==> config.mk <==
export PLATFORM = sky130hd
export DESIGN_NAME = alu_cmd_issuer
export DESIGN_NICKNAME = d
export VERILOG_FILES = /design/src/rtl/alu_pkg.sv /design/src/rtl/alu_lat_counter.sv /design/src/rtl/alu_cmd_issuer.sv
export SDC_FILE = /design/constraint.sdc
export NUM_CORES = 1
export LEC_CHECK = 0
export CAP_MARGIN = 20
export CORE_MARGIN = 2
export CORE_UTILIZATION = 35
export CTS_BUF_LIST = sky130_fd_sc_hd__clkbuf_4
export CTS_CLUSTER_DIAMETER = 200
export DETAILED_ROUTE_END_ITERATION = 10
export HOLD_SLACK_MARGIN = 0.15
export PLACE_DENSITY = 0.74
export SLEW_MARGIN = 20
export SYNTH_ARGS = -nofsm -noshare
export SYNTH_HDL_FRONTEND = slang
export SYNTH_SLANG_ARGS = --single-unit
==> constraint.sdc <==
create_clock -name CLK -period 2.4 [get_ports CLK]
set_input_delay 0.6 -clock CLK [delete_from_list [all_inputs] [get_ports CLK]]
set_output_delay 0.6 -clock CLK [all_outputs]
set_load 0.005 [all_outputs]
==> src/rtl/alu_pkg.sv <==
`default_nettype none
// +--------------------------------------------------------------------------+
// | alu_pkg : shared types and constants for the ALU command issuer          |
// | Rev 1.0                                                                  |
// +--------------------------------------------------------------------------+
package alu_pkg;

    localparam int ALU_W = 8;
    localparam int LAT_W = 8;

    localparam logic [3:0] CMD_MUL_INC   = 4'd9;
    localparam logic [3:0] CMD_MUL_SHIFT = 4'd10;

    typedef enum logic [1:0] {
        IDLE  = 2'd0,
        ISSUE = 2'd1,
        WAIT  = 2'd2,
        RESP  = 2'd3
    } issuer_state_e;

    typedef struct packed {
        logic             mode;
        logic [3:0]       cmd;
        logic             cin;
        logic [1:0]       inp_valid;
        logic [ALU_W-1:0] opa;
        logic [ALU_W-1:0] opb;
    } alu_req_t;

    function automatic logic is_mul_cmd(input logic mode, input logic [3:0] cmd);
        return mode && ((cmd == CMD_MUL_INC) || (cmd == CMD_MUL_SHIFT));
    endfunction

endpackage
`default_nettype wire

==> src/rtl/alu_lat_counter.sv <==
`default_nettype none
// +--------------------------------------------------------------------------+
// | alu_lat_counter : loadable down-counter, o_done high while count == 1    |
// | Rev 1.0                                                                  |
// +--------------------------------------------------------------------------+
module alu_lat_counter
    import alu_pkg::*;
#(
    parameter int CNT_W = LAT_W
) (
    input  logic             clk,
    input  logic             rst_n,
    input  logic             i_load,
    input  logic [CNT_W-1:0] i_load_val,
    output logic             o_done
);

    logic [CNT_W-1:0] cnt_q;
    logic [CNT_W-1:0] cnt_d;

    always_comb begin
        cnt_d = cnt_q;
        if (i_load) begin
            cnt_d = i_load_val;
        end else if (cnt_q != '0) begin
            cnt_d = cnt_q - 1'b1;
        end
    end

    always_ff @(posedge clk or negedge rst_n) begin
        if (!rst_n) begin
            cnt_q <= '0;
        end else begin
            cnt_q <= cnt_d;
        end
    end

    assign o_done = (cnt_q == CNT_W'(1));

endmodule
`default_nettype wire

==> src/rtl/alu_cmd_issuer.sv <==
`default_nettype none
// +--------------------------------------------------------------------------+
// | alu_cmd_issuer : one-at-a-time ALU command initiator with response port  |
// | Optional statistics counters: define ALU_CMD_ISSUER_STATS_EN. Rev 1.0    |
// +--------------------------------------------------------------------------+
module alu_cmd_issuer
    import alu_pkg::*;
#(
    parameter int WIDTH   = 8,
    parameter int ALU_LAT = 1,
    parameter int MUL_LAT = 2
) (
    input  logic               CLK,
    input  logic               RST,
    input  logic               req_valid,
    output logic               req_ready,
    input  logic               req_mode,
    input  logic [3:0]         req_cmd,
    input  logic               req_cin,
    input  logic [1:0]         req_inp_valid,
    input  logic [WIDTH-1:0]   req_opa,
    input  logic [WIDTH-1:0]   req_opb,
    output logic [WIDTH-1:0]   OPA,
    output logic [WIDTH-1:0]   OPB,
    output logic               CIN,
    output logic               CE,
    output logic               MODE,
    output logic [3:0]         CMD,
    output logic [1:0]         INP_VALID,
    input  logic [2*WIDTH-1:0] RES,
    input  logic               COUT,
    input  logic               OFLOW,
    input  logic               ERR,
    input  logic               G,
    input  logic               L,
    input  logic               E,
    output logic               rsp_valid,
    input  logic               rsp_ready,
    output logic [2*WIDTH-1:0] rsp_res,
    output logic [6:0]         rsp_flags,
    output logic [15:0]        op_count,
    output logic [15:0]        err_count
);

    issuer_state_e      state_q, state_d;
    logic               mode_q, mode_d;
    logic [3:0]         cmd_q, cmd_d;
    logic               cin_q, cin_d;
    logic [1:0]         iv_q, iv_d;
    logic [WIDTH-1:0]   opa_q, opa_d;
    logic [WIDTH-1:0]   opb_q, opb_d;
    logic [LAT_W-1:0]   lat_q, lat_d;
    logic [2*WIDTH-1:0] res_q, res_d;
    logic [6:0]         flags_q, flags_d;
    logic               cnt_load;
    logic               cnt_done;
    logic               rsp_hs;

    always_comb begin
        state_d  = state_q;
        mode_d   = mode_q;
        cmd_d    = cmd_q;
        cin_d    = cin_q;
        iv_d     = iv_q;
        opa_d    = opa_q;
        opb_d    = opb_q;
        lat_d    = lat_q;
        res_d    = res_q;
        flags_d  = flags_q;
        cnt_load = 1'b0;
        case (state_q)
            IDLE: begin
                if (req_valid) begin
                    mode_d  = req_mode;
                    cmd_d   = req_cmd;
                    cin_d   = req_cin;
                    iv_d    = req_inp_valid;
                    opa_d   = req_opa;
                    opb_d   = req_opb;
                    lat_d   = is_mul_cmd(req_mode, req_cmd) ? LAT_W'(MUL_LAT) : LAT_W'(ALU_LAT);
                    state_d = ISSUE;
                end
            end
            ISSUE: begin
                cnt_load = 1'b1;
                state_d  = WAIT;
            end
            WAIT: begin
                // The ALU result is sampled on the edge that closes the last latency cycle.
                if (cnt_done) begin
                    res_d   = RES;
                    flags_d = {COUT, OFLOW, ERR, G, L, E, 1'b0};
                    state_d = RESP;
                end
            end
            RESP: begin
                if (rsp_ready) begin
                    state_d = IDLE;
                end
            end
            default: state_d = IDLE;
        endcase
    end

    always_ff @(posedge CLK or negedge RST) begin
        if (!RST) begin
            state_q <= IDLE;
            mode_q  <= 1'b0;
            cmd_q   <= 4'd0;
            cin_q   <= 1'b0;
            iv_q    <= 2'b00;
            opa_q   <= '0;
            opb_q   <= '0;
            lat_q   <= '0;
            res_q   <= '0;
            flags_q <= '0;
        end else begin
            state_q <= state_d;
            mode_q  <= mode_d;
            cmd_q   <= cmd_d;
            cin_q   <= cin_d;
            iv_q    <= iv_d;
            opa_q   <= opa_d;
            opb_q   <= opb_d;
            lat_q   <= lat_d;
            res_q   <= res_d;
            flags_q <= flags_d;
        end
    end

    alu_lat_counter #(
        .CNT_W (LAT_W)
    ) u_lat_counter (
        .clk        (CLK),
        .rst_n      (RST),
        .i_load     (cnt_load),
        .i_load_val (lat_q),
        .o_done     (cnt_done)
    );

    // Gating with RST keeps req_ready low for the whole reset window.
    assign req_ready = RST && (state_q == IDLE);
    assign CE        = (state_q == ISSUE);
    assign INP_VALID = CE ? iv_q : 2'b00;
    assign OPA       = opa_q;
    assign OPB       = opb_q;
    assign CIN       = cin_q;
    assign MODE      = mode_q;
    assign CMD       = cmd_q;
    assign rsp_valid = (state_q == RESP);
    assign rsp_res   = res_q;
    assign rsp_flags = flags_q;
    assign rsp_hs    = rsp_valid && rsp_ready;

`ifdef ALU_CMD_ISSUER_STATS_EN
    logic [15:0] op_count_q, op_count_d;
    logic [15:0] err_count_q, err_count_d;

    always_comb begin
        op_count_d  = op_count_q;
        err_count_d = err_count_q;
        if (rsp_hs) begin
            if (op_count_q != 16'hFFFF) begin
                op_count_d = op_count_q + 16'd1;
            end
            if (flags_q[4] && (err_count_q != 16'hFFFF)) begin
                err_count_d = err_count_q + 16'd1;
            end
        end
    end

    always_ff @(posedge CLK or negedge RST) begin
        if (!RST) begin
            op_count_q  <= 16'd0;
            err_count_q <= 16'd0;
        end else begin
            op_count_q  <= op_count_d;
            err_count_q <= err_count_d;
        end
    end

    assign op_count  = op_count_q;
    assign err_count = err_count_q;
`else
    assign op_count  = 16'd0;
    assign err_count = 16'd0;
`endif

endmodule
`default_nettype wire

==> summary.txt <==
CP endpoint -> INP_VALID[0]
outcome -> finished, final reports clean
Worst-Skew Late Latency -> 380 ps
Initial Utilization -> 36.0%
Reg clk slew, reported paths -> 100 ps
flop2flop setup slack -> 560 ps
Leak -> 1.76 nW
max-cap violation count -> 0
die outline width -> 93.2 um
Core Region -> 7730 um2
worst hold path class -> in2async
ys flop type -> dfrtp_1
n_diodes -> 0
final std cells w/o fill -> 421
Cells after DPL -> 404
Peak supply drop -> 0.000587 V
Num CTS Buffers -> 9
H-tree depth -> 3
Mapped Avg Cell Area -> 13.5 um2
Cell Area, Synth -> 2780 um2
top-count cell post-synth -> dfrtp_1
die footprint -> 8680 um2
reg2reg end -> state_q[1]
critical path type -> reg2out
Async S/R FF share, synth -> 100%
Fin Setup TNS -> 0 ps
Yosys warning count -> 0
Yosys top cell area share -> 52.2%
GRT Total Usage -> 13.3%
Vias/cell -> 4.39
DRT antenna net count -> 0
Reg area -> 1450 um2
I/O pin total -> 132
Synth area leaders -> dfrtp_1, mux2_2, mux2_4, buf_4, ha_1
Clock Tree Buf Depth -> 2
share of synthesized area occupied by flip-flops and latches -> 52.2%
CP Launch Point -> state_q[1]
Overflow after GRT -> 0
PortBufs -> 98
dpl hpwl -> 3990 um
power per cell area -> 1200 nW/um2
top sig layer -> met4
share of layout cells above drive strength 1 -> 24.5%
final hold vios -> 0
NumNets Final -> 371
first-pass GRT wire length -> 8970 um
area occupied by multi-input gates -> 1160 um2
Tmin final -> 2300 ps
R2R Path Start -> u_lat_counter.cnt_q[5]
root buffer cell -> clkbuf_4
leading area contributor after synthesis -> dfrtp_1
initial antenna violation count -> 0
f_max -> 0.434 GHz
row cnt -> 32
# setup viols final -> 0
Initial DRT Pass Iterations -> 4
Post-synth EDFFs -> 0
pin count of the biggest net entering global routing -> 59
vias in the first global route -> 1887
DRC -> 0
Num Clock Sinks -> 58
CTS tree -> done
unrepaired setup endpoints after global routing -> no
routed wl met3 -> 557 um
Rel. slew slack -> 51.4%
WP data required -> 1800 ps
synthesized netlist cell count -> 206
Yosys reg bits -> 58
final RePlAce weighted congestion -> 0.760
Worst Skew -> 6.54 ps
crit-path max FO -> 4
routed length on met1 -> 2230 um
WL met2 -> 2730 um
wire per inst -> 13.2 um
cts hold-fix bufs -> 0
worst r2r path cells -> 4
initial drt markers -> 54
die height -> 93.2 um
area grow syn2layout -> 41.0%
Setup crit end kind -> output port
drt total wl -> 5580 um
Synth top cells by count -> dfrtp_1, buf_4, mux2_2
Period Utilization, post-route -> 96.0%
worst slew pin tran -> 730 ps
post-layout power -> 4.71 mW
CP Data Arrival Time -> 1700 ps
Worst setup SP type -> flop
vias -> 1849
synth unique cells -> 34
fillers -> 694
Pins Over Slew Limit -> 0
==> kinds of logic after synthesis <==
family	synth area share, %
mux	22.5
xor+xnor	0.630
simple gates	6.48
fa+ha+maj	3.15
compound gates	4.05
buf+inv	10.9
other cells	0.135
flops	52.2
==> per-layer routing <==
metal,up-vias,track usage (%)
met2,92,21.2
met5,-,0
met3,7,5.80
met1,885,15.6
li1,865,-
met4,0,5.51
==> power breakdown <==
part | internal [mW] | switching (mW) | total (mW) | leakage [nW]
clock network | 0.321 | 0.357 | 0.678 | 0.0675
registers | 1.46 | 0.298 | 1.76 | 0.689
logic | 1.52 | 0.752 | 2.27 | 1.00
==> worst min-delay path by stage <==
stage	startpoint	to	slack, ps	depth (start not counted)
after CTS	RST	rsp_flags[4]	430	2
final	RST	rsp_flags[4]	400	2
after detailed placement	lat_q[1]	lat_q[1]	490	1
after global placement	lat_q[1]	lat_q[1]	480	1
after floorplan	RST	CIN	300	0
after global routing	RST	rsp_res[12]	450	2
==> critical path, cell delays in order (launching register included) <==
cell and delay [ps]:
dfrtp_1 420, inv_2 90, ha_2 200, and2_1 130, clkdlybuf4s50_1 500
==> stage by stage <==
step	cell area, um2	utilization (%)	hold slack [ps]	worst slack (ps)
floorplan	2900	-	304	681
detailed placement	3770	48.8	489	412
CTS	3900	50.5	427	3.96
global placement	3770	48.8	482	457
finish	3920	50.8	399	95.8
global route	3920	50.8	445	6.73
==> final cells by class <==
| type | instances | share of cell area, % |
|---|---|---|
| inverters | 6 | 0.574 |
| clock inverters | 6 | 1.47 |
| flip-flops and latches | 58 | 37.0 |
| clock buffers | 10 | 1.91 |
| well taps | 102 | 3.25 |
| repair buffers | 103 | 26.2 |
| multi-input cells | 136 | 29.6 |
==> flip-flops by register name (all words and copies together) (netlist names) <==
register / count
MODE: 1
state_q: 2
OPA: 8
OPB: 8
iv_q: 2
rsp_res: 16
rsp_flags: 6
lat_q: 2
u_lat_counter.cnt_q: 8
CIN: 1
CMD: 4
==> layout by cell type, fill, tap and decap left out, drive strengths merged, types with 3 or more instances in the layout <==
| cell | count |
|---|---|
| a21oi | 7 |
| and2 | 3 |
| buf | 6 |
| clkbuf | 10 |
| clkdlybuf4s50 | 97 |
| clkinv | 3 |
| conb | 33 |
| dfrtp | 58 |
| ha | 7 |
| inv | 6 |
| mux2 | 48 |
| nand2 | 9 |
| nand3 | 3 |
| nor2 | 5 |
==> what timing repair did <==
item                                   4_1_cts  5_1_grt
setup endpoints to repair                    1        3
endpoints found under the hold margin        0        0
pin swaps                                    0        0
gates resized for setup                      1        4
buffers inserted                             0        1
No activity file was read; power rests on OpenSTA's default activity.
